**src/rtl/vga_pkg.sv**
```systemverilog
`default_nettype none
//==============================================================================
// Package  : vga_pkg
// Brief    : Shared 640x480@60 raster constants, frame buffer geometry and
//            pixel/state types for the VGA frame reader.
// Revision : 1.0 - initial release
//==============================================================================
package vga_pkg;

  // Horizontal raster, in pixel clocks
  localparam int H_ACTIVE = 640;
  localparam int H_FP     = 16;
  localparam int H_SYNC   = 96;
  localparam int H_BP     = 48;
  localparam int H_TOTAL  = H_ACTIVE + H_FP + H_SYNC + H_BP;  // 800

  // Vertical raster, in lines
  localparam int V_ACTIVE = 480;
  localparam int V_FP     = 10;
  localparam int V_SYNC   = 2;
  localparam int V_BP     = 33;
  localparam int V_TOTAL  = V_ACTIVE + V_FP + V_SYNC + V_BP;  // 525

  // Stored frame, shown pixel-doubled in both directions
  localparam int FB_W     = 320;
  localparam int FB_H     = 240;
  localparam int FB_DEPTH = FB_W * FB_H;

  localparam int ADDR_W   = 17;
  localparam int CNT_W    = 10;

  typedef struct packed {
    logic [3:0] r;
    logic [3:0] g;
    logic [3:0] b;
  } rgb444_t;

  typedef enum logic [0:0] {
    ST_WAIT = 1'b0,
    ST_SHOW = 1'b1
  } disp_state_t;

endpackage
`default_nettype wire

```
**src/rtl/vga_frame_reader_if.sv**
```systemverilog
`default_nettype none
//==============================================================================
// Interface : vga_frame_reader_if
// Brief     : Frame buffer BRAM read port (address out, RGB444 data back).
// Revision  : 1.0 - initial release
//==============================================================================
interface vga_frame_reader_if;
  import vga_pkg::*;

  logic [ADDR_W-1:0] rd_addr;
  rgb444_t           rd_data;

  modport master (output rd_addr, input  rd_data);
  modport slave  (input  rd_addr, output rd_data);

endinterface
`default_nettype wire

```
**src/rtl/vga_timing.sv**
```systemverilog
`default_nettype none
//==============================================================================
// Module   : vga_timing
// Brief    : Free-running raster counters with raw sync, active-region and
//            frame-origin flags, all decoded from the current count.
// Revision : 1.0 - initial release
//==============================================================================
module vga_timing
  import vga_pkg::*;
#(
  parameter int H_ACT   = H_ACTIVE,
  parameter int H_FRONT = H_FP,
  parameter int H_PULSE = H_SYNC,
  parameter int H_BACK  = H_BP,
  parameter int V_ACT   = V_ACTIVE,
  parameter int V_FRONT = V_FP,
  parameter int V_PULSE = V_SYNC,
  parameter int V_BACK  = V_BP
) (
  input  wire              i_clk,
  input  wire              i_rst,
  output logic [CNT_W-1:0] o_h_cnt,
  output logic [CNT_W-1:0] o_v_cnt,
  output logic             o_hsync,
  output logic             o_vsync,
  output logic             o_active,
  output logic             o_frame_origin
);

  localparam int H_PERIOD = H_ACT + H_FRONT + H_PULSE + H_BACK;
  localparam int V_PERIOD = V_ACT + V_FRONT + V_PULSE + V_BACK;
  localparam int HS_FIRST = H_ACT + H_FRONT;
  localparam int HS_LAST  = HS_FIRST + H_PULSE - 1;
  localparam int VS_FIRST = V_ACT + V_FRONT;
  localparam int VS_LAST  = VS_FIRST + V_PULSE - 1;

  logic [CNT_W-1:0] r_h_cnt;
  logic [CNT_W-1:0] r_v_cnt;
  logic             w_line_end;
  logic             w_frame_end;

  assign w_line_end  = (r_h_cnt == CNT_W'(H_PERIOD - 1));
  assign w_frame_end = w_line_end && (r_v_cnt == CNT_W'(V_PERIOD - 1));

  // Horizontal count wraps every line; vertical count steps on that wrap
  always_ff @(posedge i_clk or posedge i_rst) begin
    if (i_rst) begin
      r_h_cnt <= '0;
      r_v_cnt <= '0;
    end else if (w_line_end) begin
      r_h_cnt <= '0;
      r_v_cnt <= w_frame_end ? '0 : r_v_cnt + CNT_W'(1);
    end else begin
      r_h_cnt <= r_h_cnt + CNT_W'(1);
    end
  end

  assign o_h_cnt        = r_h_cnt;
  assign o_v_cnt        = r_v_cnt;
  assign o_hsync        = ~((r_h_cnt >= CNT_W'(HS_FIRST)) && (r_h_cnt <= CNT_W'(HS_LAST)));
  assign o_vsync        = ~((r_v_cnt >= CNT_W'(VS_FIRST)) && (r_v_cnt <= CNT_W'(VS_LAST)));
  assign o_active       = (r_h_cnt < CNT_W'(H_ACT)) && (r_v_cnt < CNT_W'(V_ACT));
  assign o_frame_origin = (r_h_cnt == '0) && (r_v_cnt == '0);

endmodule
`default_nettype wire

```
**src/rtl/vga_frame_reader.sv**
```systemverilog
`default_nettype none
//==============================================================================
// Module   : vga_frame_reader
// Brief    : VGA raster generator that fetches a half-resolution RGB444 frame
//            from BRAM, shows each stored pixel as a 2x2 block and keeps
//            sync/de/colour aligned across the BRAM read latency.
// Revision : 1.0 - initial release
//==============================================================================
module vga_frame_reader
  import vga_pkg::*;
#(
  parameter int RD_LAT  = 1,          // BRAM read latency, 1 or 2
  parameter int H_ACT   = H_ACTIVE,
  parameter int H_FRONT = H_FP,
  parameter int H_PULSE = H_SYNC,
  parameter int H_BACK  = H_BP,
  parameter int V_ACT   = V_ACTIVE,
  parameter int V_FRONT = V_FP,
  parameter int V_PULSE = V_SYNC,
  parameter int V_BACK  = V_BP
) (
  input  wire                i_clk,
  input  wire                i_rst,
  input  wire                i_en,
  vga_frame_reader_if.master fb,
  output logic               o_hsync,
  output logic               o_vsync,
  output logic               o_de,
  output logic [3:0]         o_red,
  output logic [3:0]         o_green,
  output logic [3:0]         o_blue,
  output logic               o_frame_start
);

  localparam int H_PERIOD  = H_ACT + H_FRONT + H_PULSE + H_BACK;
  localparam int V_PERIOD  = V_ACT + V_FRONT + V_PULSE + V_BACK;
  localparam int FB_STRIDE = H_ACT / 2;

  logic [CNT_W-1:0]  w_h_cnt;
  logic [CNT_W-1:0]  w_v_cnt;
  logic              w_hsync_raw;
  logic              w_vsync_raw;
  logic              w_active;
  logic              w_frame_origin;
  logic              w_line_end;
  logic              w_frame_end;
  logic              w_show;

  logic [ADDR_W-1:0] r_line_base;
  logic [CNT_W-1:0]  r_col;
  disp_state_t       r_state;
  logic              r_de_s1;
  logic              r_fs_s1;
  logic              r_hs_s1;
  logic              r_vs_s1;
  logic [RD_LAT-1:0] r_hs_dly;
  logic [RD_LAT-1:0] r_vs_dly;
  logic [RD_LAT-1:0] r_de_dly;
  logic [RD_LAT-1:0] r_fs_dly;

  vga_timing #(
    .H_ACT   (H_ACT),
    .H_FRONT (H_FRONT),
    .H_PULSE (H_PULSE),
    .H_BACK  (H_BACK),
    .V_ACT   (V_ACT),
    .V_FRONT (V_FRONT),
    .V_PULSE (V_PULSE),
    .V_BACK  (V_BACK)
  ) u_timing (
    .i_clk          (i_clk),
    .i_rst          (i_rst),
    .o_h_cnt        (w_h_cnt),
    .o_v_cnt        (w_v_cnt),
    .o_hsync        (w_hsync_raw),
    .o_vsync        (w_vsync_raw),
    .o_active       (w_active),
    .o_frame_origin (w_frame_origin)
  );

  assign w_line_end  = (w_h_cnt == CNT_W'(H_PERIOD - 1));
  assign w_frame_end = w_line_end && (w_v_cnt == CNT_W'(V_PERIOD - 1));

  // A pixel is shown only while enabled, and showing may only begin at (0,0)
  assign w_show = i_en && ((r_state == ST_SHOW) || w_frame_origin);

  // Incremental address: col steps on odd h, line_base steps after odd lines
  always_ff @(posedge i_clk or posedge i_rst) begin
    if (i_rst) begin
      r_col       <= '0;
      r_line_base <= '0;
      fb.rd_addr  <= '0;
    end else begin
      fb.rd_addr <= w_active ? (r_line_base + ADDR_W'(r_col)) : '0;

      if (w_line_end) begin
        r_col <= '0;
      end else if (w_active && w_h_cnt[0]) begin
        r_col <= r_col + CNT_W'(1);
      end

      if (w_frame_end) begin
        r_line_base <= '0;
      end else if (w_line_end && w_v_cnt[0] && (w_v_cnt < CNT_W'(V_ACT))) begin
        r_line_base <= r_line_base + ADDR_W'(FB_STRIDE);
      end
    end
  end

  // Enable FSM; its registered outputs are the gated de and frame-start
  always_ff @(posedge i_clk or posedge i_rst) begin
    if (i_rst) begin
      r_state <= ST_WAIT;
      r_de_s1 <= 1'b0;
      r_fs_s1 <= 1'b0;
    end else begin
      case (r_state)
        ST_WAIT: if (i_en && w_frame_origin) r_state <= ST_SHOW;
        ST_SHOW: if (!i_en)                  r_state <= ST_WAIT;
        default:                             r_state <= ST_WAIT;
      endcase
      r_de_s1 <= w_show && w_active;
      r_fs_s1 <= w_show && w_frame_origin;
    end
  end

  // Delay line carrying sync/de/frame-start across the BRAM read latency
  always_ff @(posedge i_clk or posedge i_rst) begin
    if (i_rst) begin
      r_hs_s1  <= 1'b1;
      r_vs_s1  <= 1'b1;
      r_hs_dly <= '1;
      r_vs_dly <= '1;
      r_de_dly <= '0;
      r_fs_dly <= '0;
    end else begin
      r_hs_s1  <= w_hsync_raw;
      r_vs_s1  <= w_vsync_raw;
      r_hs_dly <= RD_LAT'({r_hs_dly, r_hs_s1});
      r_vs_dly <= RD_LAT'({r_vs_dly, r_vs_s1});
      r_de_dly <= RD_LAT'({r_de_dly, r_de_s1});
      r_fs_dly <= RD_LAT'({r_fs_dly, r_fs_s1});
    end
  end

  // Output stage: colour passes only where the aligned de marks a shown pixel
  always_ff @(posedge i_clk or posedge i_rst) begin
    if (i_rst) begin
      o_hsync       <= 1'b1;
      o_vsync       <= 1'b1;
      o_de          <= 1'b0;
      o_frame_start <= 1'b0;
      o_red         <= '0;
      o_green       <= '0;
      o_blue        <= '0;
    end else begin
      o_hsync       <= r_hs_dly[RD_LAT-1];
      o_vsync       <= r_vs_dly[RD_LAT-1];
      o_de          <= r_de_dly[RD_LAT-1];
      o_frame_start <= r_fs_dly[RD_LAT-1];
      if (r_de_dly[RD_LAT-1]) begin
        o_red   <= fb.rd_data.r;
        o_green <= fb.rd_data.g;
        o_blue  <= fb.rd_data.b;
      end else begin
        o_red   <= '0;
        o_green <= '0;
        o_blue  <= '0;
      end
    end
  end

endmodule
`default_nettype wire
```
**src/flat_wrapper.sv**
```systemverilog
// flat-port wrapper written by rule: the top's interface ports become plain ports
module vga_frame_reader_flat import vga_pkg::*;
#(
  parameter int RD_LAT  = 1,                                      
  parameter int H_ACT   = H_ACTIVE,
  parameter int H_FRONT = H_FP,
  parameter int H_PULSE = H_SYNC,
  parameter int H_BACK  = H_BP,
  parameter int V_ACT   = V_ACTIVE,
  parameter int V_FRONT = V_FP,
  parameter int V_PULSE = V_SYNC,
  parameter int V_BACK  = V_BP
)
  (i_clk, i_rst, i_en, o_hsync, o_vsync, o_de, o_red, o_green, o_blue, o_frame_start, fb_rd_addr, fb_rd_data);
  vga_frame_reader_if fb_i ();
  input  wire i_clk;
  input  wire i_rst;
  input  wire i_en;
  output logic o_hsync;
  output logic o_vsync;
  output logic o_de;
  output logic [3:0] o_red;
  output logic [3:0] o_green;
  output logic [3:0] o_blue;
  output logic o_frame_start;
  output wire logic [$bits(fb_i.rd_addr)-1:0] fb_rd_addr;
  input wire logic [$bits(fb_i.rd_data)-1:0] fb_rd_data;
  assign fb_rd_addr = fb_i.rd_addr;
  assign fb_i.rd_data = fb_rd_data;
  vga_frame_reader #(.RD_LAT(RD_LAT), .H_ACT(H_ACT), .H_FRONT(H_FRONT), .H_PULSE(H_PULSE), .H_BACK(H_BACK), .V_ACT(V_ACT), .V_FRONT(V_FRONT), .V_PULSE(V_PULSE), .V_BACK(V_BACK)) u_core (.i_clk(i_clk), .i_rst(i_rst), .i_en(i_en), .fb(fb_i), .o_hsync(o_hsync), .o_vsync(o_vsync), .o_de(o_de), .o_red(o_red), .o_green(o_green), .o_blue(o_blue), .o_frame_start(o_frame_start));
endmodule
```
**config.mk**
```make
export PLATFORM = sky130hd
export DESIGN_NAME = vga_frame_reader_flat
export DESIGN_NICKNAME = d
export VERILOG_FILES = /design/src/rtl/vga_pkg.sv /design/src/rtl/vga_frame_reader_if.sv /design/src/rtl/vga_timing.sv /design/src/rtl/vga_frame_reader.sv /design/src/flat_wrapper.sv
export SDC_FILE = /design/constraint.sdc
export NUM_CORES = 1
export LEC_CHECK = 0
export ABC_AREA = 0
export CORE_MARGIN = 5
export CORE_UTILIZATION = 35
export CTS_BUF_LIST = sky130_fd_sc_hd__clkbuf_8
export CTS_CLUSTER_DIAMETER = 120
export DETAILED_ROUTE_END_ITERATION = 10
export GPL_ROUTABILITY_DRIVEN = 0
export MAX_ROUTING_LAYER = met4
export PLACE_DENSITY_LB_ADDON = 0.2
export SLEW_MARGIN = 20
export SYNTH_ARGS = -nofsm -noshare
export SYNTH_HDL_FRONTEND = slang
export SYNTH_SLANG_ARGS = --single-unit
```
**constraint.sdc**
```tcl
create_clock -name i_clk -period 3.1 [get_ports i_clk]
set_clock_uncertainty 0.2 [all_clocks]
set_input_delay 0.465 -clock i_clk [delete_from_list [all_inputs] [get_ports i_clk]]
set_output_delay 0.465 -clock i_clk [all_outputs]
set_load 0.1 [all_outputs]
```
==> summary.md, run 1 <==
| Metric | Value |
|---|---|
| Finished Cell Area | 0.00447 mm^2 |
| GR Util All Layers | 12.4% |
| Hold_ws | 0.146 ns |
| Sequential area share after synthesis | 56.0% |
| Cell Area, Synth | 0.00372 mm^2 |
| Area contributors post-synth | dfrtp_1 52%, dfstp_2 4.2%, ha_1 3.7%, xor2_1 3.1%, and2_1 2.9% |
| MaxCap Viol Count | 0 |
| Sum of negative setup slack | 0 ns |
| Nets | 409 |
| Area Growth Syn to Fin | 20.0% |
| Clock Latency Late Sink | 0.36 ns |
| Die ar. | 0.0128 mm^2 |
| Post-CTS setup buffers | 0 |
| Worst reg2reg path startpoint | u_core.u_timing.o_h_cnt[0]$_DFF_PP0_ |
| CTS Sinks | 83 |
| Most used DFF post-synth | dfrtp_1 |
| Cell variety after synth | 42 |
| Source of the worst hold timing path | u_core.r_fs_dly$_DFF_PP0_ |
| Pleak | 0.00214 uW |
| Worst Tran Pin Value | 0.600 ns |
| Drt first pass iters | 4 |
| RSZ-0062 raised after global routing | false |
| H-tree Lvls | 3 |
| Slew Viols, Final | 0 |
| Wire length per cell | 13.8 um |
| Multi-input gate area | 0.00151 mm^2 |
| Aggregate routed wire length | 7.23 mm |
| Crit path kind | reg -> reg |
| Crit. End Element | flip-flop |
| DRC | 0 |
| Syn Inst Count | 333 |
| # placed instances | 508 |
| Clk slew on worst S/H paths | 0.08 ns |
| Grt met3 use | 3.26% |
| Total area of sequential cells | 0.00208 mm^2 |
| Area after DPL | 0.00424 mm^2 |
| Worst setup path start | u_core.u_timing.o_h_cnt[0]$_DFF_PP0_ |
| Share of layout cells above drive strength 1 | 17.5% |
| Fillers | 1017 |
| Worst-case vdd ir drop | 185 uV |
| First-pass GRT wire length | 12.5 mm |
| Most numerous cell in the Yosys netlist | dfrtp_1 |
| Final setup violation count | 0 |
| Vias | 2602 |
| Number of synthesized flops with an enable pin | 0 |
| Final worst path period need | 2.27 ns |
| Post-layout util | 43.1% |
| Layer with the highest usage | met2 |
| Vias in the first global route | 2549 |
| Die W | 113 um |
| CTS Buf Count | 9 |
| Final Non-Filler Cells | 524 |
| Yosys top cell by area | dfrtp_1 |
| Worst Setup Start Kind | flip-flop |
| DIE HEIGHT | 113 um |
| Met2 usage | 18.4% |
| Synth top cells by count | 77 x dfrtp_1, 22 x nor2_1, 20 x a21oi_1, 19 x o21ai_0 |
| Starting density of the core | 35.9% |
| Register bit total from synthesis | 83 |
| Outcome | completed |
| Slew Limit Headroom | 60.0% |
| FFs w/ async S/R, synth | 100% |
| CP max FO | 14 |
| Max Fclk | 441 MHz |
| Pwr Density | 446 mW/mm^2 |
| Largest net degree at the start of global routing | 50 |
| Data arrival time of the critical path | 2.35 ns |
| Hold Path Class | reg -> reg |
| Longest Clk Path Bufs | 2 |
| Row count | 37 |
| Net Count, Synth | 359 |
| Resize count post-CTS | 0 |
| CP Data Required Time | 3.19 ns |
| Post-route clock period utilization | 73.2% |
| CTS tree | done |
| Hold buffers post-CTS | 0 |
| Synth warn | 0 |
| Antenna diodes | 0 |
| Top-Level Pins | 48 |
| DR iter-0 viols | 104 |
| Post-Syn Area per Cell | 11.2 um^2 |
| Grt total ovfl | 0 |
| Initial antenna violation count | 0 |
| Port Buf Inserts | 47 |
| Post-synth top area share | 51.8% |
| DRT antenna net count | 0 |
| Post-DP HPWL | 5.00 mm |
| Core box area | 0.0104 mm^2 |
| Final Hold Fails | 0 |
| CTS root buf | clkbuf_8 |
| DR vias/cell | 4.97 |
| Met1 usage | 16.2% |
cell usage in the layout (no fill, tap or decap), types with 8 or more instances in the layout:
master           Yosys  routed
nand3_1             17      17
xnor2_1             10      10
clkdlybuf4s50_1      0      14
nor2_1              22      22
buf_4                2      37
and3_1              17      17
ha_1                11      11
nand4_1             10      10
nand2_1             15      15
and2_1              17      17
inv_1               10       9
a21oi_1             20      20
xor2_1              13      13
o31ai_1              8       8
clkbuf_8             0      10
or3_1               12      12
dfrtp_1             77      77
o21ai_0             19      19
sequential cells by signal (all words and copies together), names as in the netlist, 4 cells and up:
name and count:
u_core.o_green 4, u_core.r_line_base 11, u_core.fb.rd_addr 17, u_core.u_timing.o_v_cnt 10, u_core.o_blue 4, u_core.r_col 10, u_core.o_red 4, u_core.u_timing.o_h_cnt 10
power by group:
part           internal (uW)  leakage [uW]     switching [uW]
Clock                    475      0.000108                395
Sequential              1080       0.00110  0.000000000000745
Combinational           18.3      0.000929               23.3
Total                   1580       0.00214                418
path summary, 6_finish.rpt:
check | endpoint | cells past startpoint | slack, ns
max in group asynchronous | u_core.u_timing.o_h_cnt[5]$_DFF_PP0_ | 3 | 1.77
setup reg to reg | u_core.r_line_base[12]$_DFFE_PP0P_ | 5 | 0.83
min in group asynchronous | u_core.o_red[3]$_DFF_PP0_ | 2 | 0.28
hold reg to reg | u_core.o_frame_start$_DFF_PP0_ | 0 | 0.15
hold / removal | u_core.o_frame_start$_DFF_PP0_ | 0 | 0.15
setup / recovery | u_core.r_line_base[12]$_DFFE_PP0P_ | 5 | 0.83
area by class of cell:
cell class	instances	share of cell area, %
Clock buffer	10	3.08
Sequential cell	83	46.7
Clock inverter	6	1.99
Inverter	10	0.868
Tap cell	136	3.81
Multi-Input combinational cell	227	33.8
Timing Repair Buffer	52	9.80
kinds of logic (layout without fill, tap and decap cells):
group	count (synthesis)	after routing	synth area share, %
mux	2	2	0.538
fa+ha+maj	11	11	3.70
compound gates	55	55	9.01
buf+inv	23	78	3.46
simple gates	136	136	21.9
xor+xnor	23	23	5.41
flops	83	83	56.0
critical path, stage by stage (launching register included):
cell	delay [ns]
dfrtp_1	0.47
ha_1	0.24
and3_1	0.37
nand4b_4	0.25
or4_1	0.51
a21oi_1	0.15
routing by layer:
metal | vias to the layer above | wire, um
li1 | 1279 | -
met1 | 1258 | 3550
met2 | 53 | 3170
met3 | 12 | 377
met4 | 0 | 128
met5 | - | 0
stage by stage:
stage / setup slack [ns] / total power (uW)
after detailed placement: 0.843 / 1150
final: 0.832 / 1990
after global placement: 0.891 / 1150
after floorplan: 0.308 / 1120
after CTS: 0.821 / 2030
after global routing: 0.664 / 2070
No activity file was read; power rests on OpenSTA's default activity.
==> inputs of run 2 (changes only) <==
clock period = 1.95 ns   (was 3.1 ns; I/O delays follow)
==> run 2 against run 1 <==
Clock power increased by 43%. Critical path depth stayed put. Register-to-register slack worse by 0.82 ns. Sequential share of layout area decreased by 7.4 points. Sequential power grew 59%. Utilization increased by 8.1 points. Via count up 8.5%. Final area rose by 19%. Global-route usage is 1.1 points higher. Count of clock-buffer cells in the layout unchanged. Worst hold slack better by 0.0059 ns. Maximum frequency rose by 17%. Critical endpoint is now u_core.r_line_base[8]$_DFFE_PP0P_. Largest cell class unchanged. Largest power group unchanged. Highest routed layer unchanged.
==> summary.md, run 2 (same netlist as run 1, synthesis figures left out) <==
| Metric | Value |
|---|---|
| Clk slew on worst S/H paths | 0.08 ns (about the same) |
| Total area of sequential cells | 0.00209 mm^2 (was 0.00208 mm^2) |
| Grt met3 use | 2.99% (was 3.26%) |
| Critical path's top delay family | simple AND/OR/NAND/NOR gates (unchanged) |
| Data arrival time of the critical path | 2.01 ns (was 2.35 ns) |
| Commonest non-fill, non-tap cell in the layout | dfrtp_1 (unchanged) |
| Worst Tran Pin Value | 0.456 ns (was 0.600 ns) |
| Antenna diodes | 0 (unchanged) |
| Starting density of the core | 35.9% (unchanged) |
| First-pass GRT wire length | 13.8 mm (was 12.5 mm) |
| Final setup violation count | 0 (unchanged) |
| DRT antenna net count | 0 (unchanged) |
| Finished Cell Area | 0.00531 mm^2 (was 0.00447 mm^2) |
| Most frequent cells in the layout | 76 x dfrtp_1, 51 x buf_4, 34 x buf_12, 21 x nor2_1, 18 x a21oi_1 (was 77 x dfrtp_1, 37 x buf_4, 22 x nor2_1, 20 x a21oi_1, 19 x o21ai_0) |
| Crit. End Element | flip-flop (unchanged) |
| Net Sw Frac | 21.6% (was 21.0%) |
| Vias | 2823 (was 2602) |
| Clock share of power | 40.9% (was 43.6%) |
| Worst setup path start | u_core.u_timing.o_v_cnt[9]$_DFFE_PP0N_ (was u_core.u_timing.o_h_cnt[0]$_DFF_PP0_) |
| Initial antenna violation count | 0 (unchanged) |
| Top-Level Pins | 48 (unchanged) |
| Crit path kind | reg -> reg (unchanged) |
| Post-route clock period utilization | 99.5% (was 73.2%) |
| CTS tree | done (unchanged) |
| CP bufs+invs | 1 (was 0) |
| GR Util All Layers | 13.5% (was 12.4%) |
| Hold Path Class | reg -> reg (unchanged) |
| Row count | 37 (unchanged) |
| Worst-case vdd ir drop | 324 uV (was 185 uV) |
| Worst reg2reg path startpoint | u_core.u_timing.o_v_cnt[9]$_DFFE_PP0N_ (was u_core.u_timing.o_h_cnt[0]$_DFF_PP0_) |
| Outcome | completed (unchanged) |
| DIE HEIGHT | 113 um (unchanged) |
| Biggest regs | u_core.fb.rd_addr (17), u_core.r_line_base (11) (unchanged) |
| Pwr Density | 570 mW/mm^2 (was 446 mW/mm^2) |
| Drt first pass iters | 4 (unchanged) |
| Hold_ws | 0.151 ns (was 0.146 ns) |
| DR iter-0 viols | 74 (was 104) |
| Sequential Power Share | 56.9% (was 54.3%) |
| RSZ-0062 raised after global routing | true (was false) |
| Area Growth Syn to Fin | 42.6% (was 20.0%) |
| Met2 usage | 20.1% (was 18.4%) |
| Layer with the highest usage | met2 (unchanged) |
| DR vias/cell | 4.93 (was 4.97) |
| Die ar. | 0.0128 mm^2 (unchanged) |
| Pwr Total | 3020 uW (was 1990 uW) |
| Nets | 458 (was 409) |
| Critical path cell sequence | nor4b_4 -> nand4b_4 -> buf_4 -> or3_1 -> a21oi_1 (was ha_1 -> and3_1 -> nand4b_4 -> or4_1 -> a21oi_1) |
| Area after DPL | 0.00493 mm^2 (was 0.00424 mm^2) |
| Vias in the first global route | 2892 (was 2549) |
| CP max FO | 10 (was 14) |
| Number of flip-flops in the largest register | 17 (unchanged) |
| H-tree Lvls | 3 (unchanged) |
| Multi-input gate area | 0.00159 mm^2 (was 0.00151 mm^2) |
| Core box area | 0.0104 mm^2 (unchanged) |
| Longest Clk Path Bufs | 2 (unchanged) |
| Pleak | 0.00249 uW (was 0.00214 uW) |
| Aggregate routed wire length | 7.93 mm (was 7.23 mm) |
| Port Buf Inserts | 47 (unchanged) |
| Grt total ovfl | 0 (unchanged) |
| DRC | 0 (unchanged) |
| Met1 usage | 18.4% (was 16.2%) |
| Slew Limit Headroom | 69.3% (was 60.0%) |
| Largest net degree at the start of global routing | 84 (was 50) |
| Crit-path slowest cell | dfrtp_1 (was or4_1) |
| Worst path max stage delay | 0.44 ns (was 0.51 ns) |
| Post-DP HPWL | 5.51 mm (was 5.00 mm) |
| Logic gate share of total power | 2.2% (was 2.1%) |
| Source of the worst hold timing path | u_core.r_fs_s1$_DFF_PP0_ (was u_core.r_fs_dly$_DFF_PP0_) |
| Sw Pwr | 654 uW (was 418 uW) |
| Fillers | 919 (was 1017) |
| Final worst path period need | 1.94 ns (was 2.27 ns) |
| Share of layout cells above drive strength 1 | 30.2% (was 17.5%) |
| Setup WS pre-CTS | -0.00927 ns (was 0.843 ns) |
| Die W | 113 um (unchanged) |
| CTS root buf | clkbuf_8 (unchanged) |
| Worst Setup Start Kind | flip-flop (unchanged) |
| Wire length per cell | 13.8 um (about the same) |
| MaxCap Viol Count | 0 (unchanged) |
| CTS Buf Count | 9 (unchanged) |
| Final Hold Fails | 0 (unchanged) |
| Slew Viols, Final | 0 (unchanged) |
| Largest Register | u_core.fb.rd_addr (unchanged) |
| Setup WS post-layout | 0.00922 ns (was 0.832 ns) |
| Int Pwr | 2370 uW (was 1580 uW) |
| Max Fclk | 515 MHz (was 441 MHz) |
| Hold buffers post-CTS | 0 (unchanged) |
| CP Data Required Time | 2.02 ns (was 3.19 ns) |
| CTS Sinks | 83 (unchanged) |
| Clock Latency Late Sink | 0.35 ns (was 0.36 ns) |
run 2: timing repair:
item | CTS | global route
buffers inserted | 2 | 9
gates cloned | 1 | 0
gates resized for setup | 6 | 18
pin swaps | 2 | 13
endpoints found under the setup margin | 29 | 19
run 2: power groups by stage:
stage | Sequential (uW) | Clock, uW | Combinational [uW]
2_1_floorplan | 1750 | 0 | 26.2
3_3_place_gp | 1750 | 0 | 69.2
3_5_place_dp | 1750 | 0 | 69.3
4_1_cts | 1720 | 1280 | 69.7
5_1_grt | 1720 | 1360 | 75.7
6_report | 1720 | 1240 | 65.9
run 2: final cells by class:
cell class,instances,share of cell area [%]
Tap cell,136,3.21
Inverter,10,0.778
Clock buffer,10,2.59
Timing Repair Buffer,101,23.1
Multi-Input combinational cell,227,29.9
Clock inverter,6,1.13
Sequential cell,83,39.3
run 2: worst paths after layout:
path | endpoint | slack (ns) | cells past startpoint
max | u_core.r_line_base[8]$_DFFE_PP0P_ | 0.009 | 5
max in group asynchronous | u_core.r_hs_s1$_DFF_PP1_ | 0.98 | 3
max reg2reg | u_core.r_line_base[8]$_DFFE_PP0P_ | 0.009 | 5
min reg2reg | u_core.r_fs_dly$_DFF_PP0_ | 0.15 | 0
min | u_core.r_fs_dly$_DFF_PP0_ | 0.15 | 0
min in group asynchronous | u_core.o_red[3]$_DFF_PP0_ | 0.21 | 3
run 2: routing by layer:
layer / vias to the layer above / part of all wire (%)
met1: 1366 / 48
met3: 11 / 4.6
li1: 1376 / -
met5: - / 0
met2: 70 / 46
met4: 0 / 1.3
run 2: stage by stage:
stage / utilization, % / cells / TNS, ns
finish: 51.2 / 573 / 0
global route: 51.2 / 573 / -1.22
CTS: 49.9 / 564 / 0
detailed placement: 47.6 / 545 / -0.0266
global placement: 47.6 / 545 / 0
floorplan: - / 333 / 0
==> inputs of run 3 (changes only) <==
GPL_ROUTABILITY_DRIVEN = unset   (was 0)
HOLD_SLACK_MARGIN = 0.12   (was unset)
==> results of run 3 <==
No change in the layout: final DEF, timing and power equal those of run 2.
